===== src/rtl/byte_sel_pipe.sv =====
// byte_sel_pipe: registered N-to-1 channel selector with valid/ready on both
// sides. Two arbitration modes:
//   mode=0 : explicit select, channel 'sel' wins if it is valid and in range
//   mode=1 : round-robin, search starts one past the last granted channel
// The output is a single registered stage that can be refilled in the same
// cycle it drains, so it sustains one item per cycle.
//
// Ports:
//   clk, rst_n          clock, async active-low reset
//   mode, sel           arbitration mode and explicit channel index
//   in_data[NCH*WIDTH]  channel k at [k*WIDTH +: WIDTH]
//   in_valid/in_ready   per-channel handshake (at most one ready bit high)
//   out_data/out_ch     registered item and the channel that supplied it
//   out_valid/out_ready output handshake

// Per-channel eligibility and search-order rank. In round-robin mode the rank
// is the distance from the slot after rr_ptr, so the eligible lane with the
// lowest rank is the round-robin winner. In explicit mode at most one lane is
// eligible and rank is irrelevant.
module byte_sel_lane #(
  parameter int NCH  = 4,
  parameter int SELW = 2,
  parameter int K    = 0
) (
  input  logic            mode,
  input  logic [SELW-1:0] sel,
  input  logic [SELW-1:0] rr_ptr,
  input  logic            valid,
  output logic            elig,
  output logic [SELW-1:0] rank
);
  always_comb begin
    int r;
    r = K - int'(rr_ptr) - 1;
    if (r < 0) r = r + NCH;
    // sel values >= NCH match no lane, giving a silent no-grant
    elig = valid && (mode || (sel == SELW'(K)));
    rank = mode ? SELW'(r) : '0;
  end
endmodule

module byte_sel_pipe #(
  parameter  int WIDTH = 8,
  parameter  int NCH   = 4,
  localparam int SELW  = $clog2(NCH)
) (
  input  logic               clk,
  input  logic               rst_n,
  input  logic               mode,
  input  logic [SELW-1:0]    sel,
  input  logic [NCH*WIDTH-1:0] in_data,
  input  logic [NCH-1:0]     in_valid,
  output logic [NCH-1:0]     in_ready,
  output logic [WIDTH-1:0]   out_data,
  output logic [SELW-1:0]    out_ch,
  output logic               out_valid,
  input  logic               out_ready
);

  logic [SELW-1:0]           rr_ptr;
  logic [NCH-1:0]            elig;
  logic [NCH-1:0][SELW-1:0]  rank;
  logic [SELW-1:0]           g;
  logic                      grant;
  logic                      load;
  int                        best;

  for (genvar k = 0; k < NCH; k++) begin : g_lane
    byte_sel_lane #(.NCH(NCH), .SELW(SELW), .K(k)) u_lane (
      .mode   (mode),
      .sel    (sel),
      .rr_ptr (rr_ptr),
      .valid  (in_valid[k]),
      .elig   (elig[k]),
      .rank   (rank[k])
    );
  end

  // Min-rank reduction over eligible lanes; best==NCH means nobody asked.
  always_comb begin
    best = NCH;
    g    = '0;
    for (int k = 0; k < NCH; k++) begin
      if (elig[k] && (int'(rank[k]) < best)) begin
        best = int'(rank[k]);
        g    = SELW'(k);
      end
    end
    grant = (best < NCH);
  end

  // Output register is free when empty or draining this cycle.
  assign load     = !out_valid || out_ready;
  assign in_ready = (load && grant) ? (NCH'(1) << g) : '0;

  always_ff @(posedge clk or negedge rst_n) begin
    if (!rst_n) begin
      out_valid <= 1'b0;
      out_data  <= '0;
      out_ch    <= '0;
      rr_ptr    <= SELW'(NCH - 1);   // first round-robin grant lands on ch0
    end else if (load) begin
      if (grant) begin
        out_data  <= in_data[g*WIDTH +: WIDTH];
        out_ch    <= g;
        out_valid <= 1'b1;
        rr_ptr    <= g;              // tracked in both modes
      end else begin
        out_valid <= 1'b0;           // data/ch keep stale values
      end
    end
  end

endmodule


===== config.mk =====
export PLATFORM = sky130hd
export DESIGN_NAME = byte_sel_pipe
export DESIGN_NICKNAME = d
export VERILOG_FILES = /design/src/rtl/byte_sel_pipe.sv
export SDC_FILE = /design/constraint.sdc
export NUM_CORES = 1
export LEC_CHECK = 0
export ABC_AREA = 1
export CAP_MARGIN = 0
export CORE_MARGIN = 3
export CORE_UTILIZATION = 38
export CTS_CLUSTER_SIZE = 40
export DETAILED_ROUTE_END_ITERATION = 8
export PLACE_DENSITY = 0.76
export SETUP_SLACK_MARGIN = 0.1
export SLEW_MARGIN = 20
export SYNTH_ARGS = -nofsm -noshare
export SYNTH_HDL_FRONTEND = slang
export SYNTH_SLANG_ARGS = --single-unit

===== constraint.sdc =====
create_clock -name clk -period 4.85 [get_ports clk]
set_clock_uncertainty 0.15 [all_clocks]
set_input_delay 1.2125 -clock clk [delete_from_list [all_inputs] [get_ports clk]]
set_output_delay 1.2125 -clock clk [all_outputs]
set_load 0.02 [all_outputs]

==> out/qor.txt, run 1 <==
Residual DRC -> 0
kind of critical path -> in -> out
DP HPWL -> 3210 um
Final Non-Filler Cells -> 358
Unique masters post-synth -> 25
hold-critical path depth -> 2
Max transition margin -> 63.2%
Sink Count -> 13
Final GP Congestion -> 0.858
final worst path period share -> 107%
Worst EP required -> 3490 ps
setup TNS -> -1170 ps
Antenna Nets Post-Route -> 0
Hold Violations, Final -> 0
Worst Setup Start Kind -> input pin
failing checks -> negative setup slack
placed instance count -> 341
critical path peak fanout -> 3
ys flop type -> dfrtp_1
routed vias -> 1640
# rows -> 20
Post-Route WL -> 4080 um
die width -> 65.0 um
Area growth syn-to-layout -> 83.4%
R2R Path Start -> rr_ptr[0]
Core Area -> 0.00318 mm2
Highest Signal Layer -> met4
Power Density -> 346 mW/mm2
post-synthesis mux area share -> 0%
final net count -> 360
post-DR vias/cell -> 4.58
io pins -> 57
net switching power -> 0.000360 W
final worst setup slack -> -348 ps
DIE AREA -> 0.00422 mm2
hold crit path type -> reg -> reg
Netlist Area Pre-Place -> 0.00132 mm2
total CTS buffers -> 3
post-placement setup slack -> -1310 ps
met1 WL -> 1580 um
synthesized area per cell -> 6.29 um2
largest net degree at the start of global routing -> 18
share of flip-flops with an asynchronous set or reset -> 100%
worst hold slack -> 333 ps
clock network power share -> 7.8%
drt initial violations -> 57
Int Power -> 0.000480 W
Routed wire per std cell -> 11.4 um
layout cell share with drive strength beyond 1 -> 33.1%
Pre-Repair DR Iteration Count -> 4
Seq pwr share -> 20.4%
crit end category -> primary output
Post-CTS Hold Fix Bufs -> 0
fin crit period -> 5200 ps
ANT cells -> 0
Post-Synthesis Cells -> 210
Yosys Warn Count -> 0
#FFs+latches synth -> 13
Worst-path clk slew -> 70 ps
total gr overflow -> 0
filler cell count in the final layout -> 254
Hold Startpoint -> out_data[6]
All-Layer GR Usage -> 20.5%
Simple-Gate Fraction of Synth Area -> 51.0%
Net Sw Frac -> 42.9%
EDFF count, synth -> 0
synthesized netlist net count -> 255
unrepaired setup endpoints after global routing -> true
port bufs -> 56
Initial Util -> 41.6%
Max Slew Vio Count -> 0
Max rail drop VDD -> 0.000271 V
cells on worst reg2reg path -> 29
H-tree levels -> 1
adder and majority cell fraction of the synthesized area -> 2.84%
Final Setup Violations -> 4
metal3 WL -> 222 um
Clock Latency Late Sink -> 270 ps
Comb pwr share -> 71.9%
Crit. Startpoint -> mode
post-synthesis xor/xnor area fraction -> 0.663%
Slew @ Worst Pin -> 551 ps
clock root cell -> clkbuf_4
status -> finished, violations left
post-synthesis sequential area ratio -> 24.8%
Leakage Power -> 1.28 nW
Met2 Routed Length -> 2250 um
compound-cell area share of the yosys netlist -> 5.11%
max-cap violations -> 0
Die Y -> 65.0 um
crit path DAT -> 3840 ps
initial antenna violation count -> 0
largest family of logic cells by synthesized area -> simple AND/OR/NAND/NOR gates
first-pass GRT wire length -> 6870 um
CTS tree -> yes
Max Fclk -> 0.192 GHz
clock buffer depth -> 2
number of global-route vias before repair -> 1670
final timing paths:
check | endpoint | slack (ps)
hold reg to reg | out_data[6] | 330
setup / recovery | in_ready[2] | -350
max in group asynchronous | out_data[3] | 3040
setup reg to reg | out_data[7] | 990
min in group asynchronous | out_data[0] | 1140
hold / removal | out_data[6] | 330
power by group through the flow:
stage               Combinational (W)  Sequential, W  Clock [W]
global placement             0.000532       0.000172          0
CTS                          0.000580       0.000171  0.0000670
detailed placement           0.000540       0.000173          0
floorplan                    0.000264       0.000214          0
finish                       0.000603       0.000171  0.0000652
global route                 0.000661       0.000176  0.0000741
cells by family (layout without fill, tap and decap cells):
kind of cell	Yosys count	after routing
compound gates	11	11
xor+xnor	1	1
simple gates	135	135
flops	13	13
fa+ha+maj	3	3
buf+inv	47	151
repair_timing:
action	4_1_cts	5_1_grt
pin swaps	14	3
buffers inserted	10	3
resized for setup	44	4
endpoints found under the setup margin	4	4
hold endpoints to repair	0	0
cells in the final DEF (no fill, tap or decap), types with 9 or more instances in the layout:
cell,netlist,final
buf_4,2,45
clkdlybuf4s50_1,0,48
dfrtp_1,11,11
inv_1,41,37
nand2_1,69,63
nand2_2,5,10
nand3_1,12,9
nand3_2,10,11
nand4_1,10,10
nor2_1,23,20
synthesized netlist by cell type (2+ instances only):
library cell   n  share of area, %
nor2_1        23               6.5
buf_4          2               1.1
nand2_2        5               2.4
nand4_1       10               4.7
dfstp_2        2               4.0
inv_1         41                12
nand3_4        2               2.7
o21ai_0        5               1.9
nand2_1       69                20
ha_1           3               2.8
nand3_1       12               4.5
nand2_4        3               2.6
dfrtp_1       11                21
nand3_2       10               7.6
a21oi_1        2              0.76
cell type report:
type / count / area [um2] / area share [%]
Inverter: 43 / 179 / 7.38
Tap cell: 44 / 55.1 / 2.27
Sequential cell: 13 / 328 / 13.5
Clock buffer: 4 / 26.3 / 1.08
Multi-Input combinational cell: 150 / 897 / 37.0
Timing Repair Buffer: 104 / 938 / 38.7
metal layers:
| metal | track usage, % | up-vias |
|---|---|---|
| met5 | 0 | - |
| met1 | 22.0 | 739 |
| met4 | 3.69 | 0 |
| li1 | - | 854 |
| met3 | 5.37 | 4 |
| met2 | 39.7 | 43 |
state kept, by name, summed over array words and instances, names as in the netlist:
signal     count
out_data       8
out_ch         2
rr_ptr         2
out_valid      1
metrics by stage:
| stage | cell area (um2) | total power [W] | utilization [%] |
|---|---|---|---|
| after floorplan | 1420 | 0.000478 | - |
| after global placement | 2250 | 0.000704 | 70.9 |
| after detailed placement | 2250 | 0.000713 | 70.9 |
| after CTS | 2390 | 0.000818 | 75.1 |
| after global routing | 2420 | 0.000911 | 76.3 |
| final | 2420 | 0.000840 | 76.3 |
worst max-delay path, stage by stage:
cell and delay (ps):
buf_6 70, buf_8 120, inv_12 30, nor2_4 110, ha_4 220, nand2_2 70
nand2_2 50, nand2_2 70, nand2_2 70, nand2_2 70, o21ai_2 60, ha_1 260
a21boi_2 150, nand2_2 90, nand3_4 70, nand2_1 60, o21ai_1 60, ha_1 270
nand2_1 50, inv_2 70, nand2_4 50, nand3_4 80, nand2_4 60, nor2_4 90
inv_2 70, a21oi_4 120, buf_6 130
(Power assumes the default switching activity.)
==> inputs of run 2 (changes only) <==
--- a/config.mk
+++ b/config.mk
@@ -7,12 +7,14 @@
 export LEC_CHECK = 0
 export ABC_AREA = 1
 export CAP_MARGIN = 0
+export CORE_ASPECT_RATIO = 0.6
 export CORE_MARGIN = 3
 export CORE_UTILIZATION = 38
 export CTS_CLUSTER_SIZE = 40
 export DETAILED_ROUTE_END_ITERATION = 8
 export PLACE_DENSITY = 0.76
 export SETUP_SLACK_MARGIN = 0.1
+export SKIP_LAST_GASP = 1
 export SLEW_MARGIN = 20
 export SYNTH_ARGS = -nofsm -noshare
 export SYNTH_HDL_FRONTEND = slang
==> out/qor.txt, run 2 (synthesized netlist as in run 1, its figures left out) <==
r2r setup slk -> 900 ps (was 990 ps)
filler cell count in the final layout -> 208 (was 254)
Area growth syn-to-layout -> 86.1% (was 83.4%)
Die Y -> 51.7 um (was 65.0 um)
critical path peak fanout -> 4 (was 3)
clock root cell -> clkbuf_8 (was clkbuf_4)
crit end category -> primary output (unchanged)
Worst-path clk slew -> 50 ps (was 70 ps)
Post-Route WL -> 4850 um (was 4080 um)
Crit. Startpoint -> mode (unchanged)
DP HPWL -> 3570 um (was 3210 um)
H-tree levels -> 1 (unchanged)
crit path DAT -> 3910 ps (was 3840 ps)
Max rail drop VDD -> 0.000246 V (was 0.000271 V)
post-placement setup slack -> -1400 ps (was -1310 ps)
max-cap violations -> 0 (unchanged)
Antenna Nets Post-Route -> 0 (unchanged)
R2R Path Start -> rr_ptr[0] (unchanged)
die width -> 82.1 um (was 65.0 um)
reg-to-reg endpoint -> out_data[2] (was out_data[7])
Core Area -> 0.00310 mm2 (was 0.00318 mm2)
# rows -> 15 (was 20)
Max transition margin -> 62.6% (was 63.2%)
Initial Util -> 42.7% (was 41.6%)
Power Density -> 364 mW/mm2 (was 346 mW/mm2)
total CTS buffers -> 3 (unchanged)
routed vias -> 1725 (was 1640)
Biggest register -> out_data (unchanged)
Int Power -> 0.000507 W (was 0.000480 W)
number of global-route vias before repair -> 1533 (was 1670)
kind of critical path -> in -> out (unchanged)
area of the multi-input gates -> 907 um2 (was 897 um2)
first-pass GRT wire length -> 7370 um (was 6870 um)
setup TNS -> -1490 ps (was -1170 ps)
Residual DRC -> 0 (unchanged)
Max stage delay on crit path -> 310 ps (was 270 ps)
DIE AREA -> 0.00424 mm2 (was 0.00422 mm2)
Worst EP required -> 3490 ps (about the same)
status -> finished, violations left (unchanged)
final instance area -> 0.00246 mm2 (was 0.00242 mm2)
Clock Latency Late Sink -> 250 ps (was 270 ps)
unrepaired setup endpoints after global routing -> true (unchanged)
failing checks -> negative setup slack (unchanged)
final worst setup slack -> -426 ps (was -348 ps)
hold crit path type -> reg -> reg (unchanged)
Comb pwr share -> 69.7% (was 71.9%)
clock network power share -> 10.7% (was 7.8%)
post-DR vias/cell -> 4.83 (was 4.58)
Final GP Congestion -> 0.845 (was 0.858)
Max Fclk -> 0.190 GHz (was 0.192 GHz)
Pre-Repair DR Iteration Count -> 4 (unchanged)
Cell Area, Placed -> 0.00226 mm2 (was 0.00225 mm2)
Sink Count -> 13 (unchanged)
total gr overflow -> 0 (unchanged)
Final Non-Filler Cells -> 357 (was 358)
Final Setup Violations -> 4 (unchanged)
Max Slew Vio Count -> 0 (unchanged)
hold-critical path depth -> 2 (unchanged)
Hold Violations, Final -> 0 (unchanged)
All-Layer GR Usage -> 23.2% (was 20.5%)
commonest non-fill, non-tap cell in the layout -> nand2_1 (unchanged)
io pins -> 57 (unchanged)
ANT cells -> 0 (unchanged)
Post-CTS Hold Fix Bufs -> 0 (unchanged)
cells on worst reg2reg path -> 29 (unchanged)
Seq pwr share -> 19.6% (was 20.4%)
placed instance count -> 338 (was 341)
crit path capture -> in_ready[2] (unchanged)
net switching power -> 0.000388 W (was 0.000360 W)
final worst path period share -> 109% (was 107%)
Routed wire per std cell -> 13.6 um (was 11.4 um)
CTS tree -> yes (unchanged)
clock buffer depth -> 2 (unchanged)
final net count -> 361 (was 360)
Leakage Power -> 1.31 nW (was 1.28 nW)
Worst Setup Start Kind -> input pin (unchanged)
port bufs -> 56 (unchanged)
drt initial violations -> 112 (was 57)
most frequent cells in the layout -> nand2_1 (63), clkdlybuf4s50_1 (48), buf_4 (47), inv_1 (37), nor2_1 (20) (was nand2_1 (63), clkdlybuf4s50_1 (48), buf_4 (45), inv_1 (37), nor2_1 (20))
largest net degree at the start of global routing -> 18 (unchanged)
layout cell share with drive strength beyond 1 -> 33.3% (was 33.1%)
Slew @ Worst Pin -> 560 ps (was 551 ps)
Top Registers -> out_data: 8 flops, out_ch: 2 flops, rr_ptr: 2 flops (unchanged)
slowest CP cell -> ha_1 (unchanged)
Net Sw Frac -> 43.3% (was 42.9%)
max reg flops -> 8 (unchanged)
initial antenna violation count -> 0 (unchanged)
Reg area -> 328 um2 (unchanged)
fin crit period -> 5280 ps (was 5200 ps)
-- run 2: power by group through the flow --
stage / Clock [W] / Sequential [W] / Combinational, W
5_1_grt: 0.000106 / 0.000179 / 0.000672
3_3_place_gp: 0 / 0.000174 / 0.000529
3_5_place_dp: 0 / 0.000176 / 0.000544
4_1_cts: 0.0000979 / 0.000175 / 0.000579
6_report: 0.0000962 / 0.000175 / 0.000624
2_1_floorplan: 0 / 0.000214 / 0.000264
-- run 2: through the flow --
step / hold WS (ps) / total power, W / utilization (%)
CTS: 334 / 0.000852 / 77.3
finish: 333 / 0.000895 / 79.4
global placement: 317 / 0.000704 / 72.9
floorplan: 345 / 0.000478 / -
detailed placement: 321 / 0.000720 / 72.9
global route: 352 / 0.000957 / 79.4
-- run 2: what timing repair did --
action                     in CTS  in global routing
resized for setup              40                  7
hold endpoints to repair        0                  0
setup endpoints to repair      10                  4
cloned                          0                  0
pin swaps                      13                 12
buffers inserted               10                  5
-- run 2: how the worst min path moves through the flow --
stage                     slack [ps]     endpoint         from
after floorplan                  340    rr_ptr[0]    rr_ptr[0]
after global placement           320  out_data[2]  out_data[2]
after detailed placement         320  out_data[7]  out_data[7]
after CTS                        330  out_data[7]  out_data[7]
after global routing             350  out_data[0]  out_data[0]
final                            330  out_data[0]  out_data[0]
-- run 2: final cells by class --
cell class | count | area share [%]
inverter | 43 | 7.28
timing repair buffer | 105 | 38.5
sequential | 13 | 13.3
multi-input combinational | 150 | 36.9
clock buffer | 4 | 1.83
tap | 42 | 2.14
-- run 2: worst max-delay path, delay by kind of cell --
family / cells / cell delay (ps)
AND/OR/NAND/NOR: 14 / 1030
adder cells (fa/ha/maj): 3 / 790
buffers and inverters: 6 / 500
AO/OA/AOI/OAI: 4 / 380
-- run 2: layer usage --
layer | share of wire, % | routed length, um | track usage (%) | up-vias
met5 | 0 | 0 | 0 | -
met4 | 1.8 | 85 | 6.91 | 0
met3 | 6.6 | 322 | 2.77 | 9
met2 | 46 | 2220 | 35.8 | 68
met1 | 46 | 2220 | 33.6 | 790
li1 | - | - | - | 858
==> inputs of run 3 (changes only) <==
--- a/config.mk
+++ b/config.mk
@@ -12,6 +12,7 @@
 export CORE_UTILIZATION = 38
 export CTS_CLUSTER_SIZE = 40
 export DETAILED_ROUTE_END_ITERATION = 8
+export GPL_TIMING_DRIVEN = 0
 export PLACE_DENSITY = 0.76
 export SETUP_SLACK_MARGIN = 0.1
 export SKIP_LAST_GASP = 1
==> out/qor.txt, run 3 (synthesized netlist as in run 1, its figures left out) <==
layout cell share with drive strength beyond 1 -> 27.3% (was 33.3%)
Top Registers -> out_data: 8 flops, out_ch: 2 flops, rr_ptr: 2 flops (unchanged)
Sink Count -> 13 (unchanged)
Biggest register -> out_data (unchanged)
Final GP Congestion -> 0.844 (was 0.845)
kind of critical path -> in -> out (unchanged)
hold crit path type -> reg -> reg (unchanged)
Worst EP required -> 3490 ps (about the same)
Max Slew Vio Count -> 0 (unchanged)
Leakage Power -> 1.18 nW (was 1.31 nW)
number of global-route vias before repair -> 1522 (was 1533)
Pre-Repair DR Iteration Count -> 4 (unchanged)
filler cell count in the final layout -> 248 (was 208)
Hold Violations, Final -> 0 (unchanged)
Residual DRC -> 0 (unchanged)
crit end category -> primary output (unchanged)
Core Area -> 0.00310 mm2 (unchanged)
post-DR vias/cell -> 4.89 (was 4.83)
Slew @ Worst Pin -> 752 ps (was 560 ps)
Antenna Nets Post-Route -> 0 (unchanged)
fin crit period -> 5200 ps (was 5280 ps)
failing checks -> negative setup slack (unchanged)
most frequent cells in the layout -> nand2_1 (62), clkdlybuf4s50_1 (48), inv_1 (38), nor2_1 (20), buf_4 (20) (was nand2_1 (63), clkdlybuf4s50_1 (48), buf_4 (47), inv_1 (37), nor2_1 (20))
max-cap violations -> 0 (unchanged)
commonest non-fill, non-tap cell in the layout -> nand2_1 (unchanged)
final net count -> 335 (was 361)
Routed wire per std cell -> 12.7 um (was 13.6 um)
H-tree levels -> 1 (unchanged)
Power Density -> 366 mW/mm2 (was 364 mW/mm2)
post-placement setup slack -> -1920 ps (was -1400 ps)
drt initial violations -> 111 (was 112)
Worst Setup Start Kind -> input pin (unchanged)
routed vias -> 1617 (was 1725)
Final Non-Filler Cells -> 331 (was 357)
max reg flops -> 8 (unchanged)
Post-CTS Hold Fix Bufs -> 0 (unchanged)
status -> finished, violations left (unchanged)
crit path DAT -> 3830 ps (was 3910 ps)
clock root cell -> clkbuf_8 (unchanged)
All-Layer GR Usage -> 21.6% (was 23.2%)
ANT cells -> 0 (unchanged)
Final Setup Violations -> 4 (unchanged)
largest net degree at the start of global routing -> 14 (was 18)
Post-Route WL -> 4200 um (was 4850 um)
placed instance count -> 308 (was 338)
Initial Util -> 42.7% (unchanged)
DIE AREA -> 0.00424 mm2 (unchanged)
first-pass GRT wire length -> 7020 um (was 7370 um)
port bufs -> 56 (unchanged)
Max transition margin -> 49.3% (was 62.6%)
total gr overflow -> 0 (unchanged)
critical path peak fanout -> 5 (was 4)
die width -> 82.1 um (unchanged)
io pins -> 57 (unchanged)
DP HPWL -> 3170 um (was 3570 um)
Clock Latency Late Sink -> 240 ps (was 250 ps)
unrepaired setup endpoints after global routing -> true (unchanged)
Die Y -> 51.7 um (unchanged)
clock buffer depth -> 2 (unchanged)
initial antenna violation count -> 0 (unchanged)
Max Fclk -> 0.192 GHz (was 0.190 GHz)
# rows -> 15 (unchanged)
Worst-path clk slew -> 50 ps (about the same)
Max rail drop VDD -> 0.000204 V (was 0.000246 V)
total CTS buffers -> 3 (unchanged)
final worst path period share -> 107% (was 109%)
CTS tree -> yes (unchanged)
Area growth syn-to-layout -> 74.6% (was 86.1%)
final worst setup slack -> -347 ps (was -426 ps)
-- run 3: cell count changes in the layout (fill, tap and decap cells not counted), sizes merged --
cell and delta:
clkbuf +1, buf -27
-- run 3: worst max-delay path, stage by stage --
cell and delay [ps]:
buf_12 100, inv_12 30, nor2_4 120, ha_4 220, nand2_2 50, nand2_2 60
nand2_2 80, nand2_4 80, o21ai_4 170, ha_4 220, a21boi_2 150, nand2_2 80
nand3_4 70, nand2_1 60, o21ai_1 60, ha_1 260, nand2_1 80, inv_2 50
nand2_4 70, nand3_4 150, buf_8 220, a21oi_4 120, buf_6 130
-- run 3: cell type report --
class / instances / area, um2 / area share, %
inverters: 43 / 179 / 7.75
plain buffers: 4 / 46.3 / 2.01
repair buffers: 75 / 717 / 31.1
multi-input cells: 150 / 940 / 40.7
well taps: 42 / 52.6 / 2.28
clock buffers: 4 / 45.0 / 1.95
flip-flops and latches: 13 / 328 / 14.2
-- run 3: power by group --
group | switching [W] | leakage, nW | internal [W] | total, W
clock | 0.0000363 | 0.0228 | 0.0000579 | 0.0000942
combinational | 0.000311 | 1.00 | 0.000263 | 0.000574
sequential | 0.0000251 | 0.154 | 0.000151 | 0.000176
-- run 3: path summary, 6_finish.rpt --
path / startpoint / end / slack [ps] / cells past startpoint
worst min-delay path: out_data[6] / out_data[6] / 330 / 2
min in group asynchronous: rst_n / out_data[3] / 1190 / 1
worst max-delay path: mode / in_ready[2] / -350 / 23
max in group asynchronous: rst_n / rr_ptr[0] / 2990 / 1
worst min register to register: out_data[6] / out_data[6] / 330 / 2
worst max register to register: rr_ptr[0] / out_data[3] / 970 / 27
-- run 3: timing repair --
action                                  CTS  global route
pin swaps                                17             3
buffers inserted                         16             3
hold endpoints to repair                  0             0
gates resized for setup                  54             3
endpoints found under the setup margin   14             4
-- run 3: per-stage QoR --
step	setup TNS [ps]	hold WS, ps	cell area (um2)	util (%)	total power [W]
global placement	-10280	316	2030	65.5	0.000644
CTS	-1360	332	2260	73.0	0.000820
detailed placement	-10720	317	2030	65.5	0.000657
finish	-1290	329	2310	74.5	0.000845
global route	-1890	341	2310	74.5	0.000908
floorplan	-623	345	1420	-	0.000478
-- run 3: layer usage --
metal / global-route usage (%) / up-vias / routed length [um]
met3: 2.60 / 11 / 367
li1: - / 810 / -
met5: 0 / - / 0
met2: 33.5 / 78 / 1880
met1: 31.0 / 718 / 1900
met4: 6.91 / 0 / 56
